[config.mk]
export PLATFORM = sky130hd
export DESIGN_NAME = fifo_vc
export DESIGN_NICKNAME = d
export VERILOG_FILES = /design/src/rtl/fifo_vc_pkg.sv /design/src/rtl/mem_vc.sv /design/src/rtl/fifo_vc.sv
export SDC_FILE = /design/constraint.sdc
export NUM_CORES = 1
export LEC_CHECK = 0
export ABC_AREA = 1
export CORE_ASPECT_RATIO = 0.8
export CORE_UTILIZATION = 35
export DETAILED_ROUTE_END_ITERATION = 12
export PLACE_DENSITY = 0.55
export REMOVE_ABC_BUFFERS = 1
export SYNTH_ARGS = -nofsm -noshare
export SYNTH_HDL_FRONTEND = slang
export SYNTH_HIERARCHICAL = 1
export SYNTH_SLANG_ARGS = --single-unit
[constraint.sdc]
create_clock -name clk -period 4.9 [get_ports clk]
set_input_delay 0.49 -clock clk [delete_from_list [all_inputs] [get_ports clk]]
set_output_delay 0.49 -clock clk [all_outputs]
set_load 0.005 [all_outputs]
[src/rtl/fifo_vc_pkg.sv]
// Shared QoS constants: word layout, per-class FIFO depth and count width.
package fifo_vc_pkg;

  localparam int QOS_DATA_W = 12;
  localparam int QOS_CLS_HI = 11;
  localparam int QOS_CLS_LO = 10;
  localparam int QOS_DEPTH  = 4;
  localparam int QOS_CNT_W  = 3;

  // Extract the 2-bit class field from a word.
  function automatic logic [QOS_CLS_HI-QOS_CLS_LO:0] word_class(
    input logic [QOS_DATA_W-1:0] word
  );
    return word[QOS_CLS_HI:QOS_CLS_LO];
  endfunction

endpackage

[src/rtl/mem_vc.sv]
// Per-class storage array: synchronous write, combinational read, no reset.
module mem_vc
  import fifo_vc_pkg::*;
#(
  parameter int DATA_W = QOS_DATA_W,
  parameter int DEPTH  = QOS_DEPTH,
  parameter int PTR_W  = $clog2(QOS_DEPTH)
) (
  input  logic              clk,
  input  logic              we,
  input  logic [PTR_W-1:0]  waddr,
  input  logic [DATA_W-1:0] wdata,
  input  logic [PTR_W-1:0]  raddr,
  output logic [DATA_W-1:0] rdata
);

  logic [DATA_W-1:0] mem_r [DEPTH];

  // Write the addressed entry when enabled; contents are deliberately not reset.
  always_ff @(posedge clk) begin
    if (we) begin
      mem_r[waddr] <= wdata;
    end
  end

  assign rdata = mem_r[raddr];

endmodule

[src/rtl/fifo_vc.sv]
// Per-class FIFO: circular buffer with occupancy count, threshold flags and
// a sticky overflow/underflow indicator. Read data is registered.
module fifo_vc
  import fifo_vc_pkg::*;
#(
  parameter int DATA_W = QOS_DATA_W,
  parameter int DEPTH  = QOS_DEPTH,
  parameter int CNT_W  = QOS_CNT_W
) (
  input  logic              clk,
  input  logic              reset,
  input  logic              push,
  input  logic [DATA_W-1:0] data_in,
  input  logic              pop,
  input  logic [CNT_W-1:0]  th_af,
  input  logic [CNT_W-1:0]  th_ae,
  output logic [DATA_W-1:0] data_out,
  output logic              valid_out,
  output logic              full,
  output logic              empty,
  output logic              almost_full,
  output logic              almost_empty,
  output logic              error,
  output logic [CNT_W-1:0]  count
);

  localparam int PTR_W = $clog2(DEPTH);

  logic [PTR_W-1:0]  wr_ptr_r;
  logic [PTR_W-1:0]  rd_ptr_r;
  logic [CNT_W-1:0]  count_r;
  logic [DATA_W-1:0] data_out_r;
  logic              valid_r;
  logic              error_r;

  logic              full_s;
  logic              empty_s;
  logic              push_ok_s;
  logic              pop_ok_s;
  logic              err_set_s;
  logic [CNT_W-1:0]  count_nxt_s;
  logic [DATA_W-1:0] rd_word_s;

  // Status flags and request acceptance, derived from the count register only.
  // A push into a full FIFO is accepted when a pop frees a slot the same cycle.
  always_comb begin
    full_s    = (count_r == CNT_W'(DEPTH));
    empty_s   = (count_r == {CNT_W{1'b0}});
    pop_ok_s  = pop & ~empty_s;
    push_ok_s = push & (~full_s | pop_ok_s);
    err_set_s = (push & ~push_ok_s) | (pop & ~pop_ok_s);
  end

  // Next occupancy: up on push only, down on pop only, otherwise held.
  always_comb begin
    count_nxt_s = count_r;
    case ({push_ok_s, pop_ok_s})
      2'b10:   count_nxt_s = count_r + CNT_W'(1);
      2'b01:   count_nxt_s = count_r - CNT_W'(1);
      default: count_nxt_s = count_r;
    endcase
  end

  // Pointer, count, read-data and error state; reset forces the idle state.
  always_ff @(posedge clk) begin
    if (reset) begin
      wr_ptr_r   <= {PTR_W{1'b0}};
      rd_ptr_r   <= {PTR_W{1'b0}};
      count_r    <= {CNT_W{1'b0}};
      data_out_r <= {DATA_W{1'b0}};
      valid_r    <= 1'b0;
      error_r    <= 1'b0;
    end else begin
      if (push_ok_s) begin
        wr_ptr_r <= wr_ptr_r + PTR_W'(1);
      end
      if (pop_ok_s) begin
        rd_ptr_r   <= rd_ptr_r + PTR_W'(1);
        data_out_r <= rd_word_s;
      end
      count_r <= count_nxt_s;
      valid_r <= pop_ok_s;
      if (err_set_s) begin
        error_r <= 1'b1;
      end
    end
  end

  mem_vc #(
    .DATA_W (DATA_W),
    .DEPTH  (DEPTH),
    .PTR_W  (PTR_W)
  ) u_mem (
    .clk   (clk),
    .we    (push_ok_s),
    .waddr (wr_ptr_r),
    .wdata (data_in),
    .raddr (rd_ptr_r),
    .rdata (rd_word_s)
  );

  assign data_out     = data_out_r;
  assign valid_out    = valid_r;
  assign full         = full_s;
  assign empty        = empty_s;
  assign almost_full  = (count_r >= th_af);
  assign almost_empty = (count_r <= th_ae);
  assign error        = error_r;
  assign count        = count_r;

endmodule

==> results of run 1 <==
cell usage after synthesis, drive strengths merged:
cell	count	area share [%]
ha	7	2.8
nor3	5	0.79
dfxtp	21	13
nand2	78	11
nor2	34	5.0
or2	1	0.20
o211ai	1	0.24
o21ai	16	2.5
nand3	31	4.9
inv	73	9.0
edfxtp	48	46
fa	1	0.63
nand4	1	0.20
a21oi	6	1.1
o21bai	1	0.24
clkbuf	1	0.12
buf	9	3.1
through the flow:
stage                     total power [uW]  instance area, um^2  hold WS [ns]  instances  worst slack (ns)
after detailed placement              1337                 3664        0.4899        483             2.230
after CTS                             2017                 3978        0.4996        498             2.353
after floorplan                       1084                 3065        0.4799        324             2.774
after global placement                1327                 3664        0.4948        483             2.306
final                                 1995                 3978        0.4981        498             2.353
after global routing                  2120                 3978        0.5216        498             2.166
registers in the layout, indices dropped and copies added, names as in the netlist:
name	flops
rd_ptr_r	2
wr_ptr_r	2
error	1
data_out	12
valid_out	1
u_mem/mem_r	48
count	3
path summary, 6_finish.rpt:
| path | from | end | slack, ns |
|---|---|---|---|
| setup / recovery | th_ae[2] | almost_empty | 2.35 |
| hold / removal | data_out[4]$_SDFFE_PP0P_ | data_out[4]$_SDFFE_PP0P_ | 0.50 |
| setup reg to reg | count[2]$_SDFFE_PP0P_ | count[2]$_SDFFE_PP0P_ | 2.60 |
| hold reg to reg | data_out[4]$_SDFFE_PP0P_ | data_out[4]$_SDFFE_PP0P_ | 0.50 |
cell type report:
cell class | count | area, um^2
inverter | 73 | 284.0
tap | 112 | 140.1
fill | 837 | 4656
clock buffer | 9 | 225.2
sequential | 69 | 1862
multi-input combinational | 182 | 919.6
clock inverter | 6 | 88.84
timing repair buffer | 47 | 457.9
power groups by stage:
stage	clock network, uW	logic [uW]	registers (uW)
after floorplan	0	304	780
after global placement	0	524	803
after detailed placement	0	535	802
after CTS	686	540	791
after global routing	716	603	800
final	676	529	789
per-layer routing:
| metal | part of all wire (%) | track usage [%] | wire length, um | vias up |
|---|---|---|---|---|
| met5 | 0 | 0 | 0 | - |
| met4 | 0.71 | 4.300 | 44 | 0 |
| met3 | 6.1 | 5.834 | 382 | 7 |
| met2 | 46 | 23.57 | 2863 | 50 |
| met1 | 47 | 18.39 | 2945 | 964 |
| li1 | - | - | - | 1141 |
tightest hold or removal path, cell delays in order, from the launching register on:
cell and delay, ns:
dfxtp_1 0.32, nor2_2 0.09, nor2_1 0.04
cells by family (layout without fill, tap and decap cells):
logic type / Yosys count / count (layout) / synth area share (%)
simple gates: 150 / 150 / 21.57
buf+inv: 83 / 135 / 12.17
flops: 69 / 69 / 58.79
compound gates: 24 / 24 / 4.070
fa+ha+maj: 8 / 8 / 3.398
==> results.cfg, run 1 <==
[floorplanning]
core_area_um2 = 8633
ios = 43
dieArea_um2 = 9435
die_h_um = 87.08
initial_core_util_pct = 36.68
die_x_um = 108.4
rows = 30

[power_and_ir_drop]
clkPwrFrac_pct = 33.9
pwr-share-seq_pct = 39.6
switchingPower_uw = 596.3
p_int_uw = 1398
combPwrFrac_pct = 26.5
swShare_pct = 29.89
peakVddDrop_v = 0.0002268
p_per_area_nw_per_um2 = 501.5
leakage_uw = 0.001721

[drt]
wl_per_cell_um = 12.52
first_pass_iters = 4
drc = 0
vias_per_cell = 4.341
totalWireLength_um = 6235
drtIter0Drc = 68
ant_nets = 0
num_vias = 2162

[timing]
setup_viol = 0
slew_violations = 0
rsz0062_at_grt = no
max_freq_mhz = 392.7
min_period_ns = 2.547
worst_pin_slew_ns = 1.193
relSlewSlack_pct = 20.35
skew_ns = 0.006611
finalCritPeriodShare_pct = 51.97
fin_setup_tns_ns = 0
hold_viol = 0

[place]
post-dp-hpwl_um = 4090
routabilityCongestion = 0.6979
portBuffers = 42

[clocking]
cts_tree = yes
htreeDepth = 3
postCtsSetupRepairBufs = 0
clockBufferDepth = 2
cts-root-buf = clkbuf_16
cts-buffers-inserted = 9
clk_latency_ns = 0.33
clk_pin_slew_ns = 0.05
postCtsHoldBufs = 0
cts-resized-gates = 0
cts.sinks = 69

[setup_path]
r2r_cells = 12
cp.buffers_inverters = 3
cpPeakStageDelay_ns = 0.49
cp.arrival_ns = 2.06
crit_type = in -> out
path_cells = clkdlybuf4s50_1 > inv_1 > ha_1 > a21oi_1 > o21ai_0 > nand2_1 > clkdlybuf4s50_1
cp_max_fo = 3
path_delay_family = buffers and inverters
path_depth = 7
cp_slowest_cell = clkdlybuf4s50_1
endpoint_kind = primary output
cpMostUsedCell = clkdlybuf4s50_1
critPathLaunchType = input port
cp.required_ns = 4.41

[finish]
final_common_cell = inv_1
antenna_cells = 0
area_growth_syn_to_layout_pct = 25.60
layout.nets = 412
drive_gt1_share_pct = 11.92
final_cell_mix = 71 x inv_1, 66 x nand2_1, 48 x edfxtp_1, 42 x clkdlybuf4s50_1, 31 x nand3_1
fin_util_pct = 46.07

[worst_hold_path]
hold_path.class = reg -> reg
holdPathStages = 2

[grt]
grt_use_total_pct = 14.70
grt_max_degree = 29
grt_overflow_total = 0
grt_pass1_wl_um = 10050
antenna_found_initial = 0
grt_pass1_vias = 2105

[synthesis]
ys_seq_area_share_pct = 58.79
syn_inst = 334
syn_area_um2 = 3167
avgSynthCellArea_um2 = 9.481
yosysWarnings = 6
synth_cell_types = 27
ys_seq_elements = 69

[status]
outcome = finished, final reports clean

[job]
maxCapViolCount = 0
Power figures use the tool's default switching activity.
==> inputs of run 2 (changes only) <==
Settings changed: PLACE_DENSITY 0.55 to 0.57.
Clock period 4.9 ns to 2.1 ns, I/O delays scaled along.
==> run 2 against run 1 <==
Against the previous run:
- wire length decreased by 1.8%
- clock skew decreased by 0.0015 ns
- power increased by 140%
- global-route usage increased by 0.077 points
- register-to-register slack got worse by 2.4 ns
- combinational power increased to 2.7 times the previous value
- core utilization increased by 0.96 points
- sequential cell count unchanged
- worst setup slack got worse by 2.3 ns
- sequential share of layout area decreased by 0.95 points
- clock power increased by 130%
- via count increased by 2.6%
- critical path type is now reg -> out
- critical endpoint unchanged
- highest routed layer unchanged
==> results.cfg, run 2 (same netlist as run 1, synthesis figures left out) <==
[setup_path]
path_delay_family = buffers and inverters
path_depth = 6
cp_slowest_cell = clkdlybuf4s50_1
crit_start = count[1]$_SDFFE_PP0P_
cp.buffers_inverters = 2
cp-endpoint = almost_empty
cpMostUsedCell = nand2_1
cp.required_ns = 1.89
timing.rr.start = count[0]$_SDFFE_PP0P_
path_cells = buf_4 > ha_1 > nand2_1 > o21ai_0 > nand2_1 > clkdlybuf4s50_1
critPathLaunchType = register
cp.arrival_ns = 1.81
r2r_cells = 11
crit_type = reg -> out
endpoint_kind = primary output
cp_max_fo = 6
cpPeakStageDelay_ns = 0.44
r2r_end = count[2]$_SDFFE_PP0P_
rrSetupSlack_ns = 0.20

[grt]
grt_max_degree = 29
grt_pass1_wl_um = 10160
grt_overflow_total = 0
grt_pass1_vias = 2140
antenna_found_initial = 0
grt_use_total_pct = 14.78

[timing]
worst_pin_slew_ns = 0.5233
slew_violations = 0
setup_viol = 0
hold_viol = 0
fin_setup_tns_ns = 0
skew_ns = 0.005102
whs_ns = 0.4886
min_period_ns = 2.020
finalCritPeriodShare_pct = 96.18
max_freq_mhz = 495.1
relSlewSlack_pct = 65.07

[clocking]
cts-root-buf = clkbuf_16
postCtsHoldBufs = 0
clk_latency_ns = 0.33
cts-buffers-inserted = 9
cts_tree = yes
clk_pin_slew_ns = 0.05
clockBufferDepth = 2
htreeDepth = 3
cts.sinks = 69

[finish]
top_register = u_mem/mem_r
fillers = 832
area_growth_syn_to_layout_pct = 28.21
fin_util_pct = 47.03
final_cell_mix = 70 x inv_1, 66 x nand2_1, 48 x edfxtp_1, 41 x clkdlybuf4s50_1, 31 x nand3_1
drive_gt1_share_pct = 14.43
layout.nets = 421
final_common_cell = inv_1
largest_reg_flops = 48
antenna_cells = 0

[drt]
wl_per_cell_um = 12.08
ant_nets = 0
vias_per_cell = 4.377
num_vias = 2219
totalWireLength_um = 6125
drc = 0
first_pass_iters = 6
drtIter0Drc = 115

[place]
routabilityCongestion = 0.7686
post-dp-hpwl_um = 4029
portBuffers = 42

[floorplanning]
die_x_um = 108.4
rows = 30
ios = 43
die_h_um = 87.08
dieArea_um2 = 9435
core_area_um2 = 8633
initial_core_util_pct = 36.68

[worst_hold_path]
hold_path.class = reg -> reg

[power_and_ir_drop]
p_per_area_nw_per_um2 = 1158
leakage_uw = 0.001776
peakVddDrop_v = 0.0004505
power_uw = 4701

[status]
outcome = finished, final reports clean

[job]
maxCapViolCount = 0
[run 2: cell types whose count changed in the layout (fill, tap and decap cells not counted), sizes merged]
cell           before  now
clkdlybuf4s50      42   41
dlymetal6s2s        0    1
buf                 5   14
[run 2: area by class of cell]
| type | instances | area [um^2] | share of cell area, % |
|---|---|---|---|
| Clock buffer | 9 | 225.2 | 5.547 |
| Clock inverter | 6 | 88.84 | 2.188 |
| Inverter | 73 | 284.0 | 6.995 |
| Multi-Input combinational cell | 182 | 932.1 | 22.96 |
| Sequential cell | 69 | 1862 | 45.86 |
| Tap cell | 112 | 140.1 | 3.451 |
| Timing Repair Buffer | 56 | 528.0 | 13.00 |
[run 2: layer usage]
| layer | up-vias | part of all wire (%) | GRT usage, % |
|---|---|---|---|
| met5 | - | 0 | 0 |
| met4 | 0 | 0.91 | 5.528 |
| met3 | 7 | 5.5 | 5.236 |
| met2 | 46 | 45 | 23.45 |
| met1 | 1003 | 49 | 18.61 |
| li1 | 1163 | - | - |
[run 2: worst register-to-register path: stages, from the launching register on]
cell and delay (ns):
dfxtp_1 0.35, nor2_4 0.15, nand3_1 0.11, nand2_1 0.10
ha_1 0.15, inv_1 0.06, fa_1 0.37, or2_2 0.31
nand3_1 0.07, nand2_1 0.05, inv_1 0.05, nor2_1 0.03
[run 2: where the power goes]
part	internal (uW)	total, uW	leakage [uW]	switching, uW
clock network	1030	1560	0.000147	529
registers	1640	1730	0.000614	94.1
logic	655	1410	0.00101	756
total	3320	4700	0.00178	1380
[run 2: worst min-delay path by stage]
| stage | from | end | slack [ns] | cells past startpoint |
|---|---|---|---|---|
| global route | data_out[11]$_SDFFE_PP0P_ | data_out[11]$_SDFFE_PP0P_ | 0.51 | 2 |
| global placement | data_out[6]$_SDFFE_PP0P_ | data_out[6]$_SDFFE_PP0P_ | 0.48 | 2 |
| floorplan | reset | rd_ptr_r[1]$_SDFFE_PP0P_ | 0.27 | 1 |
| finish | data_out[11]$_SDFFE_PP0P_ | data_out[11]$_SDFFE_PP0P_ | 0.49 | 2 |
| detailed placement | data_out[0]$_SDFFE_PP0P_ | data_out[0]$_SDFFE_PP0P_ | 0.48 | 2 |
| CTS | data_out[0]$_SDFFE_PP0P_ | data_out[0]$_SDFFE_PP0P_ | 0.49 | 2 |
[run 2: stage by stage]
stage / cells / area, um^2 / worst slack, ns
final: 507 / 4060 / 0.08031
after global routing: 507 / 4060 / -0.004490
after CTS: 507 / 4045 / 0.001958
after detailed placement: 492 / 3731 / -0.1148
after global placement: 492 / 3731 / -0.06824
after floorplan: 324 / 3065 / -0.01403
[run 2: repair_timing]
| action | CTS | global route |
|---|---|---|
| setup endpoints to repair | 0 | 2 |
| gates resized for setup | 0 | 3 |
| setup buffers | 0 | 0 |
